File: src/rtl/hit_judge.sv
// Whack-a-mole round referee: arms on a mole request, grades the reaction time into a 3-bit score.
// Optional macro HIT_PENALTY_EN: a wrong-key press ends the round as a miss.
module hit_judge #(
  parameter logic [15:0] WINDOW_TICKS    = 16'd1500,
  parameter logic [15:0] BAND_TICKS      = 16'd300,
  parameter logic [2:0]  MAX_SCORE       = 3'd5,
  parameter logic [3:0]  COOLDOWN_CYCLES = 4'd8
) (
  input  logic       clk,
  input  logic       rst,
  input  logic       tick,
  input  logic       mole_start,
  input  logic [3:0] mole_hole,
  input  logic [8:0] keys,
  output logic       hit_success,
  output logic [2:0] round_score,
  output logic       miss,
  output logic       active,
  output logic [3:0] cur_hole
);

  typedef enum logic [1:0] {
    IDLE = 2'd0,
    UP   = 2'd1,
    COOL = 2'd2
  } state_t;

  state_t      state_q, state_d;
  logic [15:0] elapsed_q, elapsed_d;
  logic [8:0]  keys_q;
  logic [3:0]  cur_hole_q, cur_hole_d;
  logic [2:0]  score_q, score_d;
  logic        hit_q, hit_d;
  logic        miss_q, miss_d;
  logic [3:0]  cnt_q, cnt_d;

  logic [8:0]  key_edge;
  logic [8:0]  hole_oh;
  logic        hit_w;
  logic        wrong_w;
  logic        timeout_w;

  // Band index by comparing against multiples of BAND_TICKS; the score clamps at 1.
  function automatic logic [2:0] score_f(input logic [15:0] el);
    logic [2:0]  s;
    logic [18:0] thr;
    s = MAX_SCORE;
    for (int m = 1; m < 8; m++) begin
      thr = 19'(m) * {3'b000, BAND_TICKS};
      if (({3'b000, el} >= thr) && (s > 3'd1)) s = s - 3'd1;
    end
    return s;
  endfunction

  always_comb begin
    key_edge  = keys & ~keys_q;
    hole_oh   = 9'd1 << cur_hole_q;
    hit_w     = |(key_edge & hole_oh);
`ifdef HIT_PENALTY_EN
    wrong_w   = |(key_edge & ~hole_oh);
`else
    wrong_w   = 1'b0;
`endif
    timeout_w = (elapsed_q >= WINDOW_TICKS);
  end

  always_comb begin
    state_d    = state_q;
    elapsed_d  = elapsed_q;
    cur_hole_d = cur_hole_q;
    score_d    = score_q;
    hit_d      = 1'b0;
    miss_d     = 1'b0;
    cnt_d      = cnt_q;
    case (state_q)
      IDLE: begin
        if (mole_start && (mole_hole <= 4'd8)) begin
          cur_hole_d = mole_hole;
          elapsed_d  = 16'd0;
          state_d    = UP;
        end
      end
      UP: begin
        // Hit takes priority over timeout and wrong key; it grades the pre-tick elapsed value.
        if (hit_w) begin
          score_d = score_f(elapsed_q);
          hit_d   = 1'b1;
          cnt_d   = COOLDOWN_CYCLES;
          state_d = COOL;
        end else if (timeout_w || wrong_w) begin
          score_d = 3'd0;
          miss_d  = 1'b1;
          cnt_d   = COOLDOWN_CYCLES;
          state_d = COOL;
        end else if (tick && (elapsed_q < WINDOW_TICKS)) begin
          elapsed_d = elapsed_q + 16'd1;
        end
      end
      COOL: begin
        // Strobe cycle loads the count; COOLDOWN_CYCLES further cycles elapse before IDLE.
        if (cnt_q == 4'd0) state_d = IDLE;
        else               cnt_d   = cnt_q - 4'd1;
      end
      default: state_d = IDLE;
    endcase
  end

  always_ff @(posedge clk) begin
    if (rst) begin
      state_q    <= IDLE;
      elapsed_q  <= 16'd0;
      keys_q     <= 9'd0;
      cur_hole_q <= 4'd0;
      score_q    <= 3'd0;
      hit_q      <= 1'b0;
      miss_q     <= 1'b0;
      cnt_q      <= 4'd0;
    end else begin
      state_q    <= state_d;
      elapsed_q  <= elapsed_d;
      keys_q     <= keys;
      cur_hole_q <= cur_hole_d;
      score_q    <= score_d;
      hit_q      <= hit_d;
      miss_q     <= miss_d;
      cnt_q      <= cnt_d;
    end
  end

  assign hit_success = hit_q;
  assign miss        = miss_q;
  assign round_score = score_q;
  assign active      = (state_q == UP);
  assign cur_hole    = cur_hole_q;

endmodule

File: config.mk
export PLATFORM = sky130hd
export DESIGN_NAME = hit_judge
export DESIGN_NICKNAME = d
export VERILOG_FILES = /design/src/rtl/hit_judge.sv
export SDC_FILE = /design/constraint.sdc
export NUM_CORES = 1
export LEC_CHECK = 0
export ABC_AREA = 0
export BUFFER_PORTS_ARGS = -buffer_cell sky130_fd_sc_hd__buf_2
export CORE_ASPECT_RATIO = 0.75
export CORE_UTILIZATION = 40
export CTS_BUF_LIST = sky130_fd_sc_hd__clkbuf_2 sky130_fd_sc_hd__clkbuf_4 sky130_fd_sc_hd__clkbuf_8
export DETAILED_ROUTE_END_ITERATION = 16
export PLACE_DENSITY = 0.62
export SLEW_MARGIN = 30
export SYNTH_ARGS = -nofsm -noshare
export SYNTH_HDL_FRONTEND = slang
export SYNTH_SLANG_ARGS = --single-unit
File: constraint.sdc
create_clock -name clk -period 12.97 [get_ports clk]
set_input_delay 1.9455 -clock clk [delete_from_list [all_inputs] [get_ports clk]]
set_output_delay 1.9455 -clock clk [all_outputs]
set_load 0.03 [all_outputs]
Yosys cells after proc, flatten, opt, wreduce, memory -nomap -nowiden
Index checks and enable logic that the tools add are counted.
- logic and storage cells: 104
- input bits: 17
- register bits after elaboration: 40
- output and inout port bits: 10
- bitwise operators: 4
- eq/ne operators: 9
- order comparisons: 16
- shift operators: 1
- multiplexer cells: 37
- $add $sub $neg: 8
- reduce and logical (&&, ||, !) cells: 21
- operator list (kind ; count):
    16-bit by 11-bit greater-or-equal comparator with 1-bit output (second input constant) ; 4
    16-bit 2-to-1 mux ; 4
    3-bit 2-to-1 mux ; 20
    16-bit by 10-bit greater-or-equal comparator with 1-bit output (second input constant) ; 2
    16-bit case mux with 2 select lines ; 1
    9-bit bitwise AND ; 2
    3-bit by 1-bit > comparator with 1-bit output (second input constant) ; 6
    3-bit by 1-bit subtractor with 3-bit output (second input constant) ; 6
    16-bit by 1-bit adder with 16-bit output (second input constant) ; 1
    16-bit by 12-bit greater-or-equal comparator with 1-bit output (second input constant) ; 1
    16-bit by 9-bit greater-or-equal comparator with 1-bit output (second input constant) ; 1
    16-bit by 11-bit less-than comparator with 1-bit output (second input constant) ; 1
    4-bit 2-to-1 mux ; 3
    11-bit OR reduction ; 1
    2-bit != test (second input constant) ; 5
    9-bit NOT ; 1
    9-bit OR reduction ; 1
    1-bit by 4-bit left shift with 9-bit output (first input constant) ; 1
    1-bit logical AND ; 8
    2-bit 2-to-1 mux ; 4
    4-bit case mux with 2 select lines ; 1
    2-bit case mux with 3 select lines ; 1
    3-bit AND reduction ; 2
    2-bit nonzero test ; 3
    other kinds (13) ; 16

Logic depth before layout (Yosys ltp)
Gate-level depths: netlist (run 1).
- depth in word-level cells: 35
- gate-level depth with buffers: 19
- gate-level depth less buffers: 19

Worst setup path after synthesis (run 1)
No wires, ideal clock.
- path kind: register to register
- from: register elapsed_q[12]
- to: register score_q[1] (netlist: round_score[1])
- slack: 8806 ps
- arrival: 4102 ps
- path buffers: 0
- required time: 12908 ps
- cell stages (with the launch flop): 18
- clock period less this slack: 4164 ps
- setup time: 62 ps
- path through: dfxtp_1 or4_4 or3_4 a211o_1 ha_1 or3_4 nand2_1 ha_1 a21oi_1 ha_1 nand2_1 nand3_1 ha_1 and2_1 a41oi_2 nand3b_2 or4_1 nand3_1
- longest elaborated chain between the ends: 33
- elaborated cells between the ends (all ways): 48
- those cells by class: 6 x add/sub; 14 x order compare; 20 x mux; 8 x reduce/logical
- RTL lines (what ; RTL line ; source):
    start: declaration ; 29 ; logic [15:0] elapsed_q, elapsed_d;
    start signal: assignment ; 120 ; elapsed_q <= elapsed_d;
    16-bit by 9-bit greater-or-equal comparator with 1-bit output ; 50 ; if (({3'b000, el} >= thr) && (s > 3'd1)) s = s - 3'd1;
    1-bit 2-to-1 mux ; 50 ;
    3-bit 2-to-1 mux ; 85 ; if (hit_w) begin
    3-bit 2-to-1 mux ; 75 ; case (state_q)
    3-bit by 1-bit > comparator with 1-bit output ; 50 ;
    1-bit logical AND ; 50 ;
    3-bit 2-to-1 mux ; 50 ;
    3-bit 2-to-1 mux ; 85 ;
    (+17 left out) ; n/a ;
    1-bit logical AND ; 50 ;
    3-bit 2-to-1 mux ; 50 ;
    3-bit 2-to-1 mux ; 85 ;
    3-bit 2-to-1 mux ; 75 ;
    3-bit by 1-bit > comparator with 1-bit output ; 50 ;
    1-bit logical AND ; 50 ;
    3-bit 2-to-1 mux ; 50 ;
    3-bit 2-to-1 mux ; 85 ;
    end signal: assignment ; 123 ; score_q <= score_d;
    end: declaration ; 32 ; logic [2:0] score_q, score_d;
Several ways; a longest one is shown, not always the timed one. The select of a mux whose other input is x is not followed.
A chain may end at the register's enable or synchronous reset.

Worst setup path in the final report (run 1)
Ends and elaborated chain as after synthesis.

==> results.py, run 1 <==
metrics = {
    "routing": {
        "highest_layer": "met4",
        "drc_errors": 0,
        "dr_total_vias": 1949,
        "wl_mm": 4.89,
        "firstDrtPassIters": 4,
        "via_per_inst": 5.25,
        "drt-initial-drc-count": 133,
        "avgRoutedWirePerCell_um": 13.2,
        "ant_nets": 0,
        "dr_wl_met3_um": 170,
        "wl_met1_mm": 2.70,
        "wl_met2_mm": 1.95,
    },
    "critical_path": {
        "cpMostUsedCell": "ha_1",
        "startpoint_type": "flop",
        "slowest_delay_ns": 0.53,
        "critical_path.top_delay_family": "simple AND/OR/NAND/NOR gates",
        "crit_path_cell_trace": "or4_4 > or3_4 > a211o_1 > ha_1 > xor2_1 > ha_1 > o22ai_1 > nand2_1 > xnor2_1 > inv_1 > ha_1 > and2_1 > a41oi_2 > nand3b_2 > or4_1 > nand3_1",
        "critPathKind": "reg2reg",
        "cp-end-kind": "flop",
        "path_buf_inv": 1,
        "required_ns": 13.21,
        "r2r_cells": 16,
        "critPathArrivalTime_ns": 4.77,
        "worst_path_max_delay_cell": "or4_4",
        "cp_num_cells": 16,
        "critPathMaxFanout": 5,
    },
    "global_routing": {
        "overflow": 0,
        "grt.total_usage_pct": 18.7,
        "grt_pass1_wl_mm": 8.45,
        "grt_max_degree": 26,
        "antenna_found_initial": 0,
        "grt_pass1_vias": 1841,
    },
    "final_layout": {
        "drive_gt1_share_pct": 17.2,
        "num_antenna_cells": 0,
        "fillers": 530,
        "fin_nets": 320,
        "syn2layout_area_growth_pct": 13.4,
        "fin_util_pct": 47.3,
    },
    "synthesis": {
        "synthTopCellsByCount": "dfxtp_1 (40), nor2_1 (37), nand2_1 (22)",
        "synth_top_area_share_pct": 35.7,
        "synth_flop_cell": "dfxtp_1",
        "synth-edff-count": 0,
        "synth_area_per_cell_um2": 8.22,
        "yosysTopAreaCell": "dfxtp_1",
        "syn_nets": 298,
        "ys_types": 57,
        "synth_most_common_cell": "dfxtp_1",
        "syn_area_mm2": 0.00224,
        "yosysWarnings": 0,
        "ys_seq_elements": 40,
        "async_reset_ff_share_pct": 0,
        "synthTopCellsByArea": "dfxtp_1 (36%), nor2_1 (6.2%), ha_1 (4.5%)",
        "ys_seq_area_share_pct": 35.7,
        "synthCells": 273,
    },
    "cts": {
        "cts_sinks": 40,
        "cts_tree": "done",
        "numCtsBuffers": 5,
        "htree_levels": 2,
        "holdBufCountCts": 0,
        "clock_latency_ns": 0.29,
        "cts_setup_buffers": 0,
        "cts.repair.resized": 0,
        "path_clk_slew_ns": 0.08,
        "clock_path_buffers": 2,
        "cts_root_buf": "clkbuf_8",
    },
    "die": {
        "io_pins": 27,
        "die-height_um": 66.9,
        "design.core.area_mm2": 0.00538,
        "core.rowCount": 23,
        "fp.dieW_um": 88.5,
        "die_area_mm2": 0.00592,
        "initial_core_util_pct": 41.7,
    },
    "placement": {
        "finalWeightedCongestion": 0.840,
        "dpl.hpwl_mm": 3.63,
        "portBuffers": 26,
    },
    "sta": {
        "min_period_over_period_pct": 34.9,
        "fin_worst_skew_ns": 0.00621,
        "grt_setup_unrepaired": "false",
        "fmax_mhz": 221,
        "report.final.setup_viol": 0,
        "finalMaxSlewViolations": 0,
        "fin_tns_setup_ns": 0,
        "period_needed_ns": 4.53,
        "tightest_slew_ns": 0.644,
        "finalHoldViolations": 0,
        "max-slew-margin-rel_pct": 57.1,
    },
    "power": {
        "leakage_nw": 1.02,
        "vdd_drop_max_v": 0.0000421,
        "powerDensity_mw_per_mm2": 104,
    },
    "run_status": {
        "status": "complete, no violations",
    },
    "run": {
        "max_cap_viol_count": 0,
    },
    "worst_hold_path": {
        "hp-class": "reg2reg",
        "hold_path_depth": 2,
    },
}
-- flip-flops by register name, indices dropped and copies added (netlist names) --
register,count
miss,1
cnt_q,4
elapsed_q,16
hit_success,1
round_score,3
cur_hole,4
state_q,2
keys_q,9
-- power by group --
group          internal [mW]  switching (mW)  total, mW  leakage (nW)
logic                0.00939          0.0159     0.0253         0.626
clock network         0.0679          0.0437      0.112        0.0645
registers              0.126         0.00233      0.129         0.326
-- metal layers --
layer	vias up	track usage [%]
met3	8	4.83
met2	37	27.0
met1	902	26.2
li1	1002	-
met4	0	7.46
met5	-	0
-- worst paths after layout --
| check | start | to | slack, ns |
|---|---|---|---|
| worst max-delay path | elapsed_q[12]$_SDFFE_PP0P_ | round_score[1]$_SDFFE_PP0P_ | 8.44 |
| worst min-delay path | round_score[2]$_SDFFE_PP0P_ | round_score[2]$_SDFFE_PP0P_ | 0.46 |
| worst max register to register | elapsed_q[12]$_SDFFE_PP0P_ | round_score[1]$_SDFFE_PP0P_ | 8.44 |
| worst min register to register | round_score[2]$_SDFFE_PP0P_ | round_score[2]$_SDFFE_PP0P_ | 0.46 |
-- through the flow --
step                      instances  cell area [um2]  setup WS, ns  hold slack, ns  power [mW]
after floorplan                 273             2240          8.81           0.431       0.149
after global placement          363             2420          8.58           0.449       0.156
after detailed placement        363             2420          8.49           0.447       0.157
after CTS                       371             2540          8.46           0.467       0.267
after global routing            371             2540          8.22           0.497       0.277
final                           371             2540          8.44           0.465       0.265
-- placed cells by master, fill, tap and decap left out, drive strengths merged, types with 3 or more instances in the layout --
cell / netlist / final
or4: 4 / 4
ha: 8 / 8
inv: 19 / 19
a21o: 5 / 5
nor2: 37 / 37
mux2i: 6 / 6
a32oi: 3 / 3
nand3: 12 / 12
dfxtp: 40 / 40
nand2: 22 / 22
nor3b: 3 / 3
nor2b: 10 / 10
clkbuf: 8 / 7
a211oi: 3 / 3
nand2b: 4 / 4
a21oi: 17 / 17
and2: 8 / 8
buf: 3 / 26
or3: 6 / 6
or2: 3 / 3
o21ai: 9 / 9
xnor2: 8 / 8
nor3: 3 / 3
-- worst min-delay path, stage by stage, from the launching register on --
cell     delay (ns)
dfxtp_1        0.34
nand2_1        0.04
o21ai_0        0.05
-- final cells by class --
| class | instances | area [um2] | area share, % |
|---|---|---|---|
| multi-input cells | 203 | 1320 | 52.0 |
| inverters | 19 | 71.3 | 2.80 |
| flip-flops and latches | 40 | 801 | 31.5 |
| clock inverters | 1 | 30.0 | 1.18 |
| repair buffers | 26 | 130 | 5.11 |
| well taps | 75 | 93.8 | 3.69 |
| clock buffers | 7 | 96.3 | 3.79 |
-- cells by family (layout without fill, tap and decap cells) --
logic type                 count (synthesis)  in the layout  share of synthesized area, %
adders and majority gates                  8              8                          4.46
and+or+nand+nor                          115            115                          26.1
DFF                                       40             40                          35.7
AOI/OAI and AO/OA                         61             61                          19.7
muxes                                      9              9                          4.68
buffers and inverters                     30             53                          5.41
xor gates and xnor gates                  10             10                          3.90
No activity file was read; power rests on OpenSTA's default activity.
==> run 2, diff against run 1 <==
- PLACE_DENSITY: 0.62 -> 0.65
- clock period: 12.97 -> 3.9 ns (I/O delays scaled with it)
==> results.py, run 2 (same netlist as run 1, synthesis figures left out) <==
metrics = {
    "critical_path": {
        "cp-end-kind": "flop",
        "critical_path.top_delay_family": "simple AND/OR/NAND/NOR gates",
        "critPathArrivalTime_ns": 4.25,
        "crit_path_cell_trace": "or4_4 > or3_4 > a211o_1 > ha_2 > or3_4 > nand2_4 > ha_4 > a21oi_4 > ha_4 > nor3b_4 > a221o_1 > a41oi_4 > nand3b_4 > buf_4 > a32oi_1 > nand3_2",
        "startpoint_type": "flop",
        "critPathMaxFanout": 4,
        "slowest_delay_ns": 0.52,
        "worst_path_max_delay_cell": "or4_4",
        "path_buf_inv": 1,
        "required_ns": 4.07,
        "critPathKind": "reg2reg",
    },
    "power": {
        "switchingPower_mw": 0.195,
        "clockPowerShare_pct": 33.8,
        "p_sw_share_pct": 25.1,
        "vdd_drop_max_v": 0.000154,
        "power_frac_comb_pct": 11.0,
        "powerDensity_mw_per_mm2": 273,
        "p_int_mw": 0.581,
        "leakage_nw": 1.14,
        "p_seq_share_pct": 55.2,
    },
    "final_layout": {
        "drive_gt1_share_pct": 29.4,
        "top_register": "elapsed_q",
        "fin_nets": 341,
        "final_cell_mix": "dfxtp_1 (39), nor2_1 (37), buf_2 (26)",
        "stdcell_count": 391,
        "multi_input_area_mm2": 0.00150,
        "reg_top3": "elapsed_q (16), keys_q (9)",
        "syn2layout_area_growth_pct": 26.4,
        "num_antenna_cells": 0,
        "largest_reg_flops": 16,
        "final_common_cell": "dfxtp_1",
        "regArea_um2": 802,
        "fillers": 522,
    },
    "cts": {
        "holdBufCountCts": 0,
        "cts_tree": "done",
        "cts_sinks": 40,
        "clock_latency_ns": 0.28,
        "numCtsBuffers": 5,
        "cts_root_buf": "clkbuf_8",
        "clock_path_buffers": 2,
        "path_clk_slew_ns": 0.07,
        "htree_levels": 2,
    },
    "sta": {
        "fin_tns_setup_ns": -0.349,
        "tightest_slew_ns": 0.650,
        "setup_slack_ns": -0.187,
        "max-slew-margin-rel_pct": 56.7,
        "finalMaxSlewViolations": 0,
        "report.final.setup_viol": 3,
        "period_needed_ns": 4.09,
        "finalHoldViolations": 0,
        "fmax_mhz": 245,
        "grt_setup_unrepaired": "true",
        "min_period_over_period_pct": 105,
        "fin_worst_skew_ns": 0.0102,
    },
    "global_routing": {
        "overflow": 0,
        "antenna_found_initial": 0,
        "grt_pass1_vias": 1737,
        "grt_pass1_wl_mm": 8.22,
        "grt.total_usage_pct": 18.0,
        "grt_max_degree": 26,
    },
    "die": {
        "core.rowCount": 23,
        "initial_core_util_pct": 41.7,
        "io_pins": 27,
        "die-height_um": 66.9,
        "fp.dieW_um": 88.5,
        "design.core.area_mm2": 0.00538,
        "die_area_mm2": 0.00592,
    },
    "placement": {
        "portBuffers": 26,
        "dpl.hpwl_mm": 3.61,
        "dp_cells": 379,
        "finalWeightedCongestion": 0.797,
    },
    "routing": {
        "drc_errors": 0,
        "wl_mm": 5.17,
        "firstDrtPassIters": 4,
        "via_per_inst": 5.19,
        "dr_total_vias": 2030,
        "ant_nets": 0,
        "avgRoutedWirePerCell_um": 13.2,
        "drt-initial-drc-count": 169,
    },
    "run_status": {
        "status": "finished with violations",
        "violations": "negative setup slack",
    },
    "run": {
        "max_cap_viol_count": 0,
    },
    "worst_hold_path": {
        "hp-class": "reg2reg",
    },
}
[run 2: worst reg2reg max path, stage by stage, from the launching register on]
cell,delay (ns)
dfxtp_2,0.32
or4_4,0.52
or3_4,0.39
a211o_1,0.26
ha_2,0.18
or3_4,0.39
nand2_4,0.07
ha_4,0.16
a21oi_4,0.06
ha_4,0.17
nor3b_4,0.15
a221o_1,0.46
a41oi_4,0.28
nand3b_4,0.11
buf_4,0.14
a32oi_1,0.23
nand3_2,0.08
[run 2: per-layer routing]
metal  share of wire [%]  GRT usage, %
met5                   0             0
met4                0.23          3.02
met3                 4.9          4.09
met2                  43          25.0
met1                  51          28.0
[run 2: metrics by stage]
stage | hold slack (ns) | utilization (%) | worst slack [ns] | power (mW) | area (um2)
global placement | 0.445 | 48.4 | -0.139 | 0.521 | 2610
global route | 0.476 | 52.7 | -0.347 | 0.816 | 2840
CTS | 0.469 | 50.5 | -0.173 | 0.784 | 2720
floorplan | 0.431 | - | -0.111 | 0.495 | 2310
finish | 0.467 | 52.7 | -0.187 | 0.776 | 2840
detailed placement | 0.449 | 48.4 | -0.210 | 0.522 | 2610
[run 2: area by class of cell]
class                   instances  share of cell area (%)
flip-flops and latches         40                    28.3
multi-input cells             203                    52.9
clock inverters                 1                   0.176
well taps                      75                    3.31
repair buffers                 47                    10.1
clock buffers                   6                    2.69
inverters                      19                    2.51
[run 2: timing repair]
item,CTS,global route
gates resized for setup,2,19
endpoints found under the hold margin,0,0
buffers inserted,2,3
endpoints found under the setup margin,3,3
pin swaps,1,3
[run 2: power groups by stage]
stage	Sequential, mW	Clock [mW]	Combinational (mW)
floorplan	0.442	0	0.0529
CTS	0.427	0.271	0.0851
global route	0.430	0.291	0.0950
global placement	0.437	0	0.0839
detailed placement	0.437	0	0.0848
finish	0.428	0.262	0.0853
[run 2: path summary, 6_finish.rpt]
| check | startpoint | endpoint | slack [ns] | cells after the start |
|---|---|---|---|---|
| max | elapsed_q[12]$_SDFFE_PP0P_ | round_score[1]$_SDFFE_PP0P_ | -0.19 | 16 |
| min | elapsed_q[14]$_SDFFE_PP0P_ | elapsed_q[14]$_SDFFE_PP0P_ | 0.47 | 1 |
| max reg2reg | elapsed_q[12]$_SDFFE_PP0P_ | round_score[1]$_SDFFE_PP0P_ | -0.19 | 16 |
| min reg2reg | elapsed_q[14]$_SDFFE_PP0P_ | elapsed_q[14]$_SDFFE_PP0P_ | 0.47 | 1 |
